--- src/rtl/branch_target_pipe.sv ---
// branch_target_pipe
//   Two-stage branch/jump target address pipeline with valid/ready handshake
//   on both sides.
//
//   Relative mode (in_mode=0):
//      target = in_base + (sign_extend(in_off) << SHIFT), wrapping modulo 2^WIDTH.
//   Region mode (in_mode=1):
//      target = {in_base[WIDTH-1:OFF_W+SHIFT], in_off, SHIFT zero bits}.
//
//   The addition is split into halves. Stage 1 registers the low-half sum,
//   its carry-out and both high operand halves. Stage 2 adds the high halves
//   together with the registered carry.
//
//   Optional feature, enabled by defining the macro BTU_OVF_DET_EN:
//      out_ovf is the signed-overflow flag for relative mode. It is always 0
//      in region mode, and it travels through the pipe alongside out_target.
//      With the macro undefined, the port and all overflow logic are absent.
//
// Ports
//   clk         clock; all state updates on the rising edge
//   rst_n       asynchronous active-low reset
//   in_valid    request present
//   in_ready    request accepted when in_valid && in_ready
//   in_base     base address (PC+4), WIDTH bits
//   in_off      signed offset (relative mode) or target index (region mode)
//   in_mode     0 = relative, 1 = region
//   out_valid   result present
//   out_ready   consumer accepts the result when out_valid && out_ready
//   out_target  computed target address
//   out_ovf     signed overflow flag (only with BTU_OVF_DET_EN)
module branch_target_pipe #(
    parameter int WIDTH = 32,
    parameter int OFF_W = 16,
    parameter int SHIFT = 2
) (
    input  logic             clk,
    input  logic             rst_n,
    input  logic             in_valid,
    output logic             in_ready,
    input  logic [WIDTH-1:0] in_base,
    input  logic [OFF_W-1:0] in_off,
    input  logic             in_mode,
    output logic             out_valid,
    input  logic             out_ready,
    output logic [WIDTH-1:0] out_target
`ifdef BTU_OVF_DET_EN
    ,
    output logic             out_ovf
`endif
);

    localparam int HW = WIDTH / 2;
    // Set on the base bits that region mode keeps unchanged.
    localparam logic [WIDTH-1:0] HI_MASK =
        ~((WIDTH'(1) << (OFF_W + SHIFT)) - WIDTH'(1));

    logic             en1, en2;
    logic [WIDTH-1:0] off_ext, rel_b, region, op_a, op_b;
    logic [HW:0]      lo_sum;
    logic [HW-1:0]    hi_sum;

    logic             s1_valid;
    logic [HW-1:0]    s1_lo;
    logic             s1_carry;
    logic [HW-1:0]    s1_ahi, s1_bhi;

    logic             s2_valid;
    logic [WIDTH-1:0] s2_target;

    assign en2      = !s2_valid || out_ready;
    assign en1      = !s1_valid || en2;
    assign in_ready = en1;

    // Region mode goes through the same adder with a zero second operand.
    // This keeps a single datapath, and the shared pipeline keeps results
    // in acceptance order.
    always_comb begin
        off_ext = {{(WIDTH - OFF_W){in_off[OFF_W-1]}}, in_off};
        rel_b   = off_ext << SHIFT;
        region  = (in_base & HI_MASK) | (WIDTH'(in_off) << SHIFT);
        op_a    = in_mode ? region : in_base;
        op_b    = in_mode ? '0 : rel_b;
        lo_sum  = {1'b0, op_a[HW-1:0]} + {1'b0, op_b[HW-1:0]};
        hi_sum  = s1_ahi + s1_bhi + HW'(s1_carry);
    end

    always_ff @(posedge clk or negedge rst_n) begin
        if (!rst_n) begin
            s1_valid <= 1'b0;
            s1_lo    <= '0;
            s1_carry <= 1'b0;
            s1_ahi   <= '0;
            s1_bhi   <= '0;
        end else if (en1) begin
            s1_valid <= in_valid;
            if (in_valid) begin
                s1_lo    <= lo_sum[HW-1:0];
                s1_carry <= lo_sum[HW];
                s1_ahi   <= op_a[WIDTH-1:HW];
                s1_bhi   <= op_b[WIDTH-1:HW];
            end
        end
    end

    always_ff @(posedge clk or negedge rst_n) begin
        if (!rst_n) begin
            s2_valid  <= 1'b0;
            s2_target <= '0;
        end else if (en2) begin
            s2_valid <= s1_valid;
            if (s1_valid) begin
                s2_target <= {hi_sum, s1_lo};
            end
        end
    end

    assign out_valid  = s2_valid;
    assign out_target = s2_target;

`ifdef BTU_OVF_DET_EN
    logic s1_rel;
    logic s2_ovf;

    always_ff @(posedge clk or negedge rst_n) begin
        if (!rst_n) begin
            s1_rel <= 1'b0;
        end else if (en1 && in_valid) begin
            s1_rel <= !in_mode;
        end
    end

    // Overflow: both operands have the same sign, and the sum's sign differs.
    always_ff @(posedge clk or negedge rst_n) begin
        if (!rst_n) begin
            s2_ovf <= 1'b0;
        end else if (en2 && s1_valid) begin
            s2_ovf <= s1_rel && (s1_ahi[HW-1] == s1_bhi[HW-1])
                      && (hi_sum[HW-1] != s1_ahi[HW-1]);
        end
    end

    assign out_ovf = s2_ovf;
`endif

endmodule

--- config.mk ---
export PLATFORM = sky130hd
export DESIGN_NAME = branch_target_pipe
export DESIGN_NICKNAME = d
export VERILOG_FILES = /design/src/rtl/branch_target_pipe.sv
export SDC_FILE = /design/constraint.sdc
export NUM_CORES = 1
export LEC_CHECK = 0
export ABC_AREA = 0
export BUFFER_PORTS_ARGS = -buffer_cell sky130_fd_sc_hd__buf_2
export CAP_MARGIN = 20
export CORE_MARGIN = 2
export CORE_UTILIZATION = 55
export DETAILED_ROUTE_END_ITERATION = 12
export GPL_TIMING_DRIVEN = 1
export PLACE_DENSITY = 0.8
export SLEW_MARGIN = 20
export SYNTH_ARGS = -nofsm -noshare
export SYNTH_HDL_FRONTEND = slang
export SYNTH_SLANG_ARGS = --single-unit
--- constraint.sdc ---
create_clock -name clk -period 3.96 [get_ports clk]
set_input_delay 0.198 -clock clk [delete_from_list [all_inputs] [get_ports clk]]
set_output_delay 0.198 -clock clk [all_outputs]
set_load 0.01 [all_outputs]
# Yosys cells after proc, flatten, opt, wreduce, memory -nomap -nowiden
# Cells that the tools add are included.
[totals]
register_bits = 83
out_inout_bits = 34
elab_cells = 19
[classes]
addsub = 3
mux = 2
bitwise = 1
reduce_logical = 6
[ops]
columns = ["cell", "n"]
rows = [
  ["$mux 32", 2],
  ["$or 32x18->32", 1],
  ["$add 16x16->17", 1],
  ["$add 16x1->16", 1],
  ["$add 16x16->16", 1],
  ["$reduce_and 2->1", 2],
  ["$logic_not 1->1", 2],
  ["$logic_or 1x1->1", 2],
]

# Logic depth before layout (Yosys ltp)
# Gate-level depths: netlist of run 1.
[logic_depth]
word_depth = 4
depth_mapped = 10
depth_no_buf = 9

# Worst setup path before layout of run 1
# OpenSTA, ideal clock, no wires.
[synth_path]
kind = "in2reg"
start = "input port in_mode"
end = "register s1_lo[14]"
setup_ns = 0.137
t_arrival_ns = 2.587
required_time_ns = 3.823
path_slack_ns = 1.236
stages = 10
path_cell_list = "buf_1 mux2_2 ha_1 fa_1 a211oi_1 o21a_1 nor3_1 o41ai_1 xor2_1 o21ai_0"
[synth_via]
elab_chain_len = 2
[synth_rtl]
columns = ["element", "line_no", "rtl"]
rows = [
  ["from (decl)", "42", "input logic in_mode,"],
  ["$mux 32 (on tied branches)", "81, 82", ""],
  ["$add 16x16->17 (*)", "83", "lo_sum = {1'b0, op_a[HW-1:0]} + {1'b0, op_b[HW-1:0]};"],
  ["to (signal assigned)", "97", "s1_lo <= lo_sum[HW-1:0];"],
  ["to (decl)", "63", "logic [HW-1:0] s1_lo;"],
]
# Every way passes the cells marked *; elsewhere a longest branch is shown, timed or not.
# A chain may end at the register's enable or synchronous reset.

==> impl_metrics.py, run 1 <==
metrics = {
    "run_status": {
        "status": "completed",
    },
    "power_and_ir_drop": {
        "p_clk_share_pct": 26.7,
        "sequentialPowerShare_pct": 40.6,
        "power_leakage_nw": 2.45,
        "largest_voltage_drop_on_the_vdd_net_mv": 0.204,
        "power.switching_uw": 819,
        "power.combinational.fraction_pct": 32.6,
        "pwr_density_cell_mw_per_mm2": 489,
        "switching_share_pct": 33.9,
        "internal_power_mw": 1.60,
    },
    "drt": {
        "route.detailed.wl_per_inst_um": 14.8,
        "detail_route.iter0.violations": 152,
        "post_drt_via_cell_ratio": 5.48,
        "vias_after_detailed_routing": 3450,
        "dr.pass1.iters": 4,
        "count_of_unresolved_drc_violations_after_routing": 0,
        "antenna_violating_nets_post_route": 0,
        "finalWirelength_um": 9290,
    },
    "setup_path": {
        "r2r_setup_slack_ns": 1.24,
        "critical_path.startpoint_type": "flip-flop",
        "worstPathMaxFanout": 17,
        "crit_path_cell_count": 7,
        "crit_required_ns": 4.18,
        "slowest_cell_delay_on_critical_path_ns": 0.78,
        "critical-path-top-delay-family": "compound AO/OA/AOI/OAI gates",
        "buffers_and_inverters_on_the_worst_path": 0,
        "reg2regPathDepth": 7,
        "path_cells": "ha_1 -> a21o_1 -> a21oi_1 -> nand2_1 -> a31oi_1 -> nor4_1 -> or3_1",
        "worst_path_max_delay_cell": "sky130_fd_sc_hd__dfrtp_1",
        "worst-setup-path-type": "flip-flop to flip-flop",
        "arrival_ns": 2.94,
        "worst_setup_path_end_kind": "flip-flop",
    },
    "job": {
        "maxCapViolations": 0,
    },
    "layout": {
        "layout_common_cells": "sky130_fd_sc_hd__nand2_1 (87), sky130_fd_sc_hd__buf_2 (85), sky130_fd_sc_hd__dfrtp_1 (69), sky130_fd_sc_hd__o21ai_0 (35), sky130_fd_sc_hd__mux2_2 (31)",
        "diodes": 0,
        "final_cell_area_mm2": 0.00494,
        "finalNonFillerCells": 630,
        "nets": 610,
        "share_of_post_route_cells_with_drive_strength_above_1_pct": 26.6,
        "nFillCells": 581,
        "layout.cells.most_common": "sky130_fd_sc_hd__nand2_1",
        "synthToLayoutAreaGrowth_pct": 17.9,
    },
    "synth": {
        "syn-instance-count": 441,
        "synth_cell_types": 51,
        "syn_area_mm2": 0.00419,
        "synth_area_leader_cell": "sky130_fd_sc_hd__dfrtp_1",
        "ys_flop_type": "sky130_fd_sc_hd__dfrtp_1",
        "yosysTopAreaCellShare_pct": 41.2,
        "yosys_register_bits": 69,
        "synth-async-reset-ratio_pct": 100,
        "proportion_of_synthesized_chip_area_in_sequential_cells_pct": 41.2,
        "yosysWarningCount": 0,
        "synth-edff-count": 0,
        "netlist_top_cells_area": "sky130_fd_sc_hd__dfrtp_1 (41%), sky130_fd_sc_hd__ha_1 (8.4%), sky130_fd_sc_hd__mux2_2 (8.3%)",
        "postSynthAreaPerCell_um2": 9.51,
        "syn_nets": 525,
    },
    "clock_tree": {
        "cts_inserted_buffers": 9,
        "cts.reportedPaths.clkPinSlew_ns": 0.08,
        "ctsRootBufferMaster": "sky130_fd_sc_hd__clkbuf_8",
        "clock_insertion_delay_worst_skew_ns": 0.35,
        "cts.htree.levels": 3,
        "cts_max_path_buffers": 2,
        "numClockSinks": 69,
        "cts_tree": "done",
        "cts_setup_buffers": 0,
    },
    "placement": {
        "portBuffers": 86,
        "gp_routability_congestion": 0.890,
        "dpl-instance-area_mm2": 0.00471,
        "place_hpwl_um": 6780,
        "place_inst": 613,
        "dp_slack_ns": 1.08,
    },
    "sta": {
        "fin_crit_sh_pct": 68.6,
        "crit_path_setup_slack_layout_ns": 1.24,
        "fmaxAchievable_ghz": 0.368,
        "setup_viol": 0,
        "slew_of_the_pin_with_the_lowest_slew_margin_ns": 1.03,
        "final_max_slew_viol_count": 0,
        "fin_setup_tns_ns": 0,
        "relSlewSlack_pct": 31.0,
        "fin_hold_ws_ns": 0.0581,
        "fin_skew_ns": 0.00680,
        "fin_crit_ns": 2.72,
        "grt_setup_unrepaired": "no",
        "fin_hold_viols": 0,
    },
    "floorplan": {
        "fp.dieArea_mm2": 0.00834,
        "floorplan.core_area_mm2": 0.00733,
        "die_h_um": 91.3,
        "top_ports": 87,
        "floorplan.rows": 31,
        "start_util_pct": 57.2,
        "die_width_um": 91.3,
    },
    "global_route": {
        "grt_overflow": 0,
        "vias_in_the_first_global_route": 3381,
        "grt_start_max_net_pins": 54,
        "globalRouteTotalUtil_pct": 23.5,
        "initial_antenna_violation_count": 0,
        "grt_first_pass_wirelength_um": 15700,
    },
    "worst_hold_path": {
        "worst_hold_path_depth": 2,
        "min-delay-path-class": "input port to flip-flop",
    },
}
per-stage QoR:
step	util (%)	power, mW
finish	67.5	2.42
global route	67.5	2.57
CTS	67.3	2.43
detailed placement	64.2	1.78
global placement	64.2	1.74
floorplan	-	1.51
layer usage:
| metal | part of all wire (%) | GRT usage [%] | up-vias |
|---|---|---|---|
| met3 | 4.6 | 4.56 | 24 |
| met4 | 2.2 | 9.85 | 0 |
| met1 | 43 | 29.3 | 1597 |
| li1 | - | - | 1716 |
| met5 | 0 | 0 | - |
| met2 | 50 | 40.1 | 113 |
cell usage after synthesis, drive strengths merged, types with 5 or more instances:
cell type and instances:
nor2 18, xnor2 9, xor2 10, nor3 6, mux2i 5, inv 8, mux2 31, a21oi 16
nor2b 19, nand2 88, clkbuf 13, o21ai 37, o21a 5, a31oi 5, a21o 12, nand2b 9
a211oi 8, dfrtp 69, ha 28
layout make-up:
| class | instances | area [um2] | area share [%] |
|---|---|---|---|
| multi-input cells | 347 | 2370 | 47.8 |
| flip-flops and latches | 69 | 1730 | 34.9 |
| repair buffers | 91 | 473 | 9.56 |
| clock buffers | 11 | 141 | 2.86 |
| well taps | 99 | 124 | 2.51 |
| clock inverters | 5 | 83.8 | 1.70 |
| inverters | 8 | 30.0 | 0.607 |
timing repair:
item                      in CTS  in global routing
hold endpoints to repair       0                 42
hold buffers                   0                  1
resized for setup              0                  0
cells by family after synthesis:
group / Yosys count / share of synthesized area (%)
XOR/XNOR: 19 / 3.97
buffers and inverters: 25 / 2.45
AND/OR/NAND/NOR: 157 / 17.0
AO/OA/AOI/OAI: 104 / 16.1
flip-flops: 69 / 41.2
adder cells (fa/ha/maj): 31 / 9.79
multiplexers: 36 / 9.52
worst register-to-register path, stage by stage (launching register included):
cell and delay, ns:
sky130_fd_sc_hd__dfrtp_1 0.78, sky130_fd_sc_hd__ha_1 0.42, sky130_fd_sc_hd__a21o_1 0.20, sky130_fd_sc_hd__a21oi_1 0.23, sky130_fd_sc_hd__nand2_1 0.14, sky130_fd_sc_hd__a31oi_1 0.38
sky130_fd_sc_hd__nor4_1 0.08, sky130_fd_sc_hd__or3_1 0.37
power by group through the flow:
stage / Sequential [mW] / Combinational (mW) / Clock, mW
after global routing: 0.998 / 0.886 / 0.689
after detailed placement: 0.992 / 0.788 / 0
final: 0.982 / 0.789 / 0.646
after global placement: 0.986 / 0.759 / 0
after CTS: 0.981 / 0.795 / 0.658
after floorplan: 1.02 / 0.486 / 0
worst paths after layout:
kind | start | endpoint
hold reg to reg | s1_lo[8] | out_target[8]
min in group asynchronous | rst_n | out_target[23]
setup / recovery | s1_bhi[14] | out_target[25]
max in group asynchronous | rst_n | s1_ahi[4]
setup reg to reg | s1_bhi[14] | out_target[25]
hold / removal | in_valid | s1_valid
state kept, by name, summed over array words and instances, names as in the netlist:
name        cells
s1_bhi          2
s1_ahi         16
out_valid       1
s1_lo          16
out_target     32
s1_carry        1
s1_valid        1
Note: power is estimated with default switching activity, not from simulation.
==> run 2, diff against run 1 <==
ABC_AREA = 1   (was 0)
CORE_UTILIZATION = 51   (was 55)
PLACE_DENSITY = 0.77   (was 0.8)
clock period = 2.4 ns   (was 3.96 ns; I/O delays follow)
==> run 2 against run 1 <==
  * First-iteration DRC count grew 8.6%
  * Largest cell class unchanged
  * Critical endpoint is now out_target[28]
  * Setup slack lost 0.96 ns
  * Clock power grew 64%
  * Critical path depth grew 3
  * Largest power group unchanged
  * Wire length grew 11%
==> impl_metrics.py, run 2 <==
metrics = {
    "run_status": {
        "status": "completed",
    },
    "sta": {
        "setup_viol": 0,
        "fin_crit_ns": 2.12,
        "fin_skew_ns": 0.0129,
        "final_max_slew_viol_count": 0,
        "fmaxAchievable_ghz": 0.471,
        "fin_setup_tns_ns": 0,
        "relSlewSlack_pct": 53.8,
        "fin_crit_sh_pct": 88.4,
        "slew_of_the_pin_with_the_lowest_slew_margin_ns": 0.693,
        "grt_setup_unrepaired": "no",
        "fin_hold_viols": 0,
    },
    "global_route": {
        "grt_start_max_net_pins": 41,
        "initial_antenna_violation_count": 0,
        "grt_first_pass_wirelength_um": 18100,
        "grt_overflow": 0,
        "globalRouteTotalUtil_pct": 22.5,
        "vias_in_the_first_global_route": 4217,
    },
    "setup_path": {
        "worst_path_max_delay_cell": "sky130_fd_sc_hd__dfrtp_1",
        "critical_path.startpoint_type": "flip-flop",
        "crit_required_ns": 2.63,
        "worstPathMaxFanout": 16,
        "buffers_and_inverters_on_the_worst_path": 2,
        "timing.critical_path.mode_cell": "sky130_fd_sc_hd__nand3_1",
        "slowest_cell_delay_on_critical_path_ns": 0.72,
        "worst-setup-path-type": "flip-flop to flip-flop",
        "arrival_ns": 2.35,
        "worst_setup_path_end_kind": "flip-flop",
        "path_cells": "inv_1 -> fa_1 -> inv_1 -> nand3_1 -> nand3_1 -> nand3_1 -> nand3_1 -> nand2_1 -> nand3_1 -> nand2_1",
        "critical-path-top-delay-family": "flip-flops",
    },
    "synth": {
        "synth_cell_types": 29,
        "syn-instance-count": 665,
        "netlist_top_cells_area": "sky130_fd_sc_hd__dfrtp_1 (38%), sky130_fd_sc_hd__nand2_1 (23%), sky130_fd_sc_hd__ha_1 (7.7%)",
        "yosysTopAreaCellShare_pct": 38.1,
        "postSynthAreaPerCell_um2": 6.81,
        "synth-async-reset-ratio_pct": 100,
        "synth_area_leader_cell": "sky130_fd_sc_hd__dfrtp_1",
        "yosysMostFrequentCell": "sky130_fd_sc_hd__nand2_1",
        "ys_flop_type": "sky130_fd_sc_hd__dfrtp_1",
        "proportion_of_synthesized_chip_area_in_sequential_cells_pct": 38.1,
        "yosysWarningCount": 0,
        "syn_area_mm2": 0.00453,
        "syn_nets": 749,
        "synth-edff-count": 0,
        "synth_common_cells": "sky130_fd_sc_hd__nand2_1 (281), sky130_fd_sc_hd__inv_1 (82), sky130_fd_sc_hd__dfrtp_1 (69), sky130_fd_sc_hd__nor2_1 (43), sky130_fd_sc_hd__nand3_1 (38)",
        "yosys_register_bits": 69,
    },
    "floorplan": {
        "start_util_pct": 52.2,
        "top_ports": 87,
        "floorplan.rows": 34,
        "fp.dieArea_mm2": 0.00965,
        "floorplan.core_area_mm2": 0.00868,
        "die_h_um": 98.2,
        "die_width_um": 98.2,
    },
    "job": {
        "maxCapViolations": 0,
    },
    "drt": {
        "detailroute.wirelength.met2_um": 5010,
        "count_of_unresolved_drc_violations_after_routing": 0,
        "vias_after_detailed_routing": 4320,
        "detail_route.iter0.violations": 165,
        "dr.pass1.iters": 4,
        "routed.top_layer": "met4",
        "wl_met3_um": 353,
        "route.detailed.wl_per_inst_um": 11.8,
        "antenna_violating_nets_post_route": 0,
        "drt-met1-wl_um": 4820,
        "finalWirelength_um": 10400,
        "post_drt_via_cell_ratio": 4.91,
    },
    "power_and_ir_drop": {
        "internal_power_mw": 2.67,
        "pwr_density_cell_mw_per_mm2": 775,
        "largest_voltage_drop_on_the_vdd_net_mv": 0.351,
        "sequentialPowerShare_pct": 39.4,
        "power.combinational.fraction_pct": 35.5,
        "power.switching_mw": 1.55,
        "p_clk_share_pct": 25.1,
        "power_leakage_nw": 3.18,
        "switching_share_pct": 36.8,
        "post-layout-total-power_mw": 4.22,
    },
    "clock_tree": {
        "cts_tree": "done",
        "cts.reportedPaths.clkPinSlew_ns": 0.09,
        "cts_inserted_buffers": 9,
        "ctsRootBufferMaster": "sky130_fd_sc_hd__clkbuf_8",
        "post_cts_resized": 0,
        "numClockSinks": 69,
        "cts_max_path_buffers": 2,
        "cts.htree.levels": 3,
        "clock_insertion_delay_worst_skew_ns": 0.35,
    },
    "layout": {
        "synthToLayoutAreaGrowth_pct": 20.2,
        "largest_reg_flops": 32,
        "layout_common_cells": "sky130_fd_sc_hd__nand2_1 (281), sky130_fd_sc_hd__buf_2 (86), sky130_fd_sc_hd__inv_1 (82), sky130_fd_sc_hd__dfrtp_1 (69), sky130_fd_sc_hd__nor2_1 (43)",
        "nets": 850,
        "diodes": 0,
        "final_cell_area_mm2": 0.00544,
        "postLayoutCoreUtil_pct": 62.7,
        "share_of_post_route_cells_with_drive_strength_above_1_pct": 16.3,
        "layout.cells.most_common": "sky130_fd_sc_hd__nand2_1",
        "nFillCells": 824,
    },
    "worst_hold_path": {
        "min-delay-path-class": "input port to flip-flop",
    },
    "placement": {
        "gp_routability_congestion": 0.904,
        "place_hpwl_um": 7790,
        "portBuffers": 86,
        "dpl-instance-area_mm2": 0.00507,
    },
}
[run 2: power by group through the flow]
stage	logic (mW)	registers, mW	clock network (mW)
after floorplan	0.882	1.76	0
after global placement	1.45	1.67	0
after detailed placement	1.48	1.68	0
after CTS	1.51	1.66	1.07
after global routing	1.71	1.70	1.12
final	1.50	1.66	1.06
[run 2: logic make-up (layout without fill, tap and decap cells)]
logic type                 Yosys count  count (layout)  share of synthesized area [%]
adders and majority gates           31              31                           9.07
buffers and inverters              108             214                           9.45
xor gates and xnor gates             6               6                           1.16
DFF                                 69              69                           38.1
AOI/OAI and AO/OA                   59              59                           6.74
and+or+nand+nor                    392             392                           35.4
[run 2: path summary, 6_finish.rpt]
path | from | endpoint | slack [ns] | depth (start not counted)
min reg2reg | s1_lo[15] | out_target[15] | 0.47 | 2
max reg2reg | s1_bhi[14] | out_target[28] | 0.28 | 10
max | s1_bhi[14] | out_target[28] | 0.28 | 10
max in group asynchronous | rst_n | s1_lo[14] | 1.40 | 3
min in group asynchronous | rst_n | s1_valid | 0.34 | 2
min | in_base[0] | s1_lo[0] | 0.009 | 3
[run 2: metrics by stage]
stage / std cells / worst slack, ns / hold slack, ns
final: 879 / 0.277 / 0.00933
after global routing: 879 / 0.0771 / 0.0339
after CTS: 879 / 0.277 / 0.00277
after detailed placement: 848 / 0.302 / 0.208
after global placement: 848 / 0.389 / 0.190
after floorplan: 665 / 0.301 / -0.176
[run 2: what timing repair did]
item                      in CTS  in global routing
hold endpoints to repair      43                  0
hold buffers                  15                  0
setup buffers                  0                  0
[run 2: area by class of cell]
type	instances	area, um2	area share [%]
Clock inverter	7	98.8	1.82
Multi-Input combinational cell	488	2370	43.6
Clock buffer	9	124	2.28
Inverter	90	338	6.21
Sequential cell	69	1730	31.7
Tap cell	108	135	2.48
Timing Repair Buffer	108	646	11.9
[run 2: worst min-delay path, stage by stage]
cell and delay [ns]:
sky130_fd_sc_hd__buf_2 0.08, sky130_fd_sc_hd__nand3_1 0.06, sky130_fd_sc_hd__o21ai_0 0.07
[run 2: layer usage]
layer,GRT usage [%],vias up
met4,8.22,0
met5,0,-
li1,-,2261
met2,39.7,93
met1,28.5,1951
met3,2.72,15
==> run 3, diff against run 2 <==
ABC_AREA = unset   (was 1)
CORE_UTILIZATION = 50   (was 51)
==> run 3 against run 2 <==
  * Critical path type unchanged
  * Hold slack improved by 0.0092 ns
  * Clock skew about the same
  * Global-route usage decreased by 1.3 points
  * First-iteration DRC count decreased by 1.8%
  * Combinational power decreased by 4%
  * Cell area decreased by 1.6%
  * Power decreased by 0.80%
  * Sequential cell count unchanged
  * Final cell count decreased by 22%
  * Via count decreased by 17%
  * Register-to-register slack got worse by 0.20 ns
==> impl_metrics.py, run 3 (synthesized netlist as in run 1, its figures left out) <==
metrics = {
    "drt": {
        "vias_after_detailed_routing": 3572,
        "post_drt_via_cell_ratio": 5.23,
        "antenna_violating_nets_post_route": 0,
        "dr.pass1.iters": 4,
        "count_of_unresolved_drc_violations_after_routing": 0,
        "finalWirelength_um": 9180,
        "route.detailed.wl_per_inst_um": 13.4,
        "detail_route.iter0.violations": 162,
    },
    "setup_path": {
        "crit_path_cell_count": 10,
        "worst-setup-path-type": "flip-flop to flip-flop",
        "slowest_cell_delay_on_critical_path_ns": 0.41,
        "worst_setup_path_end_kind": "flip-flop",
        "arrival_ns": 2.53,
        "worstPathMaxFanout": 3,
        "timing.critical_path.mode_cell": "sky130_fd_sc_hd__fa_2",
        "critical-path-top-delay-family": "adder cells",
        "worst_path_max_delay_cell": "sky130_fd_sc_hd__dfrtp_1",
        "path_cells": "fa_2 -> inv_2 -> fa_2 -> nor2b_2 -> o31a_1 -> o21bai_1 -> buf_4 -> nand3b_1 -> mux2i_1 -> o22ai_1",
        "crit_required_ns": 2.60,
        "reg2regPathDepth": 10,
        "critical_path.startpoint_type": "flip-flop",
        "buffers_and_inverters_on_the_worst_path": 2,
    },
    "layout": {
        "postLayoutCoreUtil_pct": 65.5,
        "layout_common_cells": "sky130_fd_sc_hd__nand2_1 (87), sky130_fd_sc_hd__buf_2 (86), sky130_fd_sc_hd__dfrtp_1 (69), sky130_fd_sc_hd__buf_4 (44), sky130_fd_sc_hd__o21ai_0 (35)",
        "share_of_post_route_cells_with_drive_strength_above_1_pct": 32.2,
        "nets": 658,
        "largest_reg_flops": 32,
        "diodes": 0,
        "nFillCells": 669,
        "layout.cells.most_common": "sky130_fd_sc_hd__nand2_1",
        "synthToLayoutAreaGrowth_pct": 27.7,
        "final_cell_area_mm2": 0.00535,
    },
    "placement": {
        "gp_routability_congestion": 0.897,
        "portBuffers": 86,
        "dpl-instance-area_mm2": 0.00500,
        "dp_slack_ns": -0.0175,
        "place_hpwl_um": 7150,
    },
    "job": {
        "maxCapViolations": 0,
    },
    "power_and_ir_drop": {
        "largest_voltage_drop_on_the_vdd_net_mv": 0.312,
        "p_clk_share_pct": 27.0,
        "sequentialPowerShare_pct": 38.5,
        "internal_power_mw": 2.82,
        "pwr_density_cell_mw_per_mm2": 781,
        "switching_share_pct": 32.5,
        "post-layout-total-power_mw": 4.18,
        "power_leakage_nw": 2.69,
        "power.switching_mw": 1.36,
        "power.combinational.fraction_pct": 34.5,
    },
    "sta": {
        "slew_of_the_pin_with_the_lowest_slew_margin_ns": 0.747,
        "fin_crit_ns": 2.33,
        "setup_viol": 0,
        "fmaxAchievable_ghz": 0.430,
        "fin_crit_sh_pct": 97.0,
        "relSlewSlack_pct": 50.0,
        "final_max_slew_viol_count": 0,
        "fin_skew_ns": 0.0128,
        "grt_setup_unrepaired": "yes",
        "fin_hold_ws_ns": 0.0185,
        "crit_path_setup_slack_layout_ns": 0.0730,
        "fin_hold_viols": 0,
    },
    "global_route": {
        "globalRouteTotalUtil_pct": 21.2,
        "initial_antenna_violation_count": 1,
        "vias_in_the_first_global_route": 3406,
        "grt_first_pass_wirelength_um": 15200,
        "grt_overflow": 0,
        "grt_start_max_net_pins": 38,
    },
    "worst_hold_path": {
        "min-delay-path-class": "input port to flip-flop",
        "worst_hold_path_depth": 3,
    },
    "clock_tree": {
        "clock_insertion_delay_worst_skew_ns": 0.34,
        "cts.htree.levels": 3,
        "numClockSinks": 69,
        "ctsRootBufferMaster": "sky130_fd_sc_hd__clkbuf_8",
        "cts_max_path_buffers": 2,
        "cts_tree": "done",
        "cts.reportedPaths.clkPinSlew_ns": 0.08,
        "cts_inserted_buffers": 9,
    },
    "floorplan": {
        "die_width_um": 95.6,
        "floorplan.rows": 33,
        "floorplan.core_area_mm2": 0.00818,
        "fp.dieArea_mm2": 0.00913,
        "die_h_um": 95.6,
        "start_util_pct": 51.3,
        "top_ports": 87,
    },
    "run_status": {
        "status": "completed",
    },
}
[run 3: repair_timing]
item / in CTS / in global routing
endpoints found under the setup margin: 0 / 5
hold endpoints to repair: 36 / 1
setup buffers: 0 / 2
hold buffers: 8 / 1
gates resized for setup: 0 / 5
[run 3: cell type report]
class                      count  area (um2)  share of cell area, %
clock buffer                   9         124                   2.31
clock inverter                 6         113                   2.10
inverter                       8        30.0                  0.561
multi-input combinational    347        2380                   44.4
sequential                    69        1730                   32.3
tap                          105         131                   2.45
timing repair buffer         139         851                   15.9
[run 3: power groups by stage]
| stage | combinational, mW | sequential [mW] | clock [mW] |
|---|---|---|---|
| final | 1.44 | 1.61 | 1.13 |
| after global routing | 1.62 | 1.64 | 1.21 |
| after CTS | 1.44 | 1.61 | 1.16 |
| after detailed placement | 1.42 | 1.63 | 0 |
| after global placement | 1.38 | 1.62 | 0 |
| after floorplan | 0.804 | 1.68 | 0 |
[run 3: tightest hold or removal path: stages]
cell and delay, ns:
sky130_fd_sc_hd__buf_2 0.10, sky130_fd_sc_hd__nand2b_1 0.05, sky130_fd_sc_hd__o21ai_0 0.06
[run 3: stage by stage]
| stage | instances | setup TNS (ns) |
|---|---|---|
| after floorplan | 441 | 0 |
| after detailed placement | 657 | -0.0175 |
| after CTS | 680 | 0 |
| after global routing | 683 | -0.0617 |
| final | 683 | 0 |
| after global placement | 657 | 0 |
[run 3: final timing paths]
path / startpoint / to / slack, ns
max in group asynchronous: rst_n / out_target[11] / 1.29
worst min-delay path: in_base[1] / s1_lo[1] / 0.02
worst max-delay path: s1_bhi[0] / out_target[28] / 0.07
min in group asynchronous: rst_n / out_target[22] / 0.34
worst max register to register: s1_bhi[0] / out_target[28] / 0.07
worst min register to register: s1_lo[14] / out_target[14] / 0.47
[run 3: per-layer routing]
metal | GRT usage, % | up-vias | part of all wire, %
met4 | 5.60 | 0 | 0.68
met1 | 27.2 | 1680 | 44
met2 | 35.9 | 76 | 50
li1 | - | 1809 | -
met3 | 5.14 | 7 | 4.8
met5 | 0 | - | 0
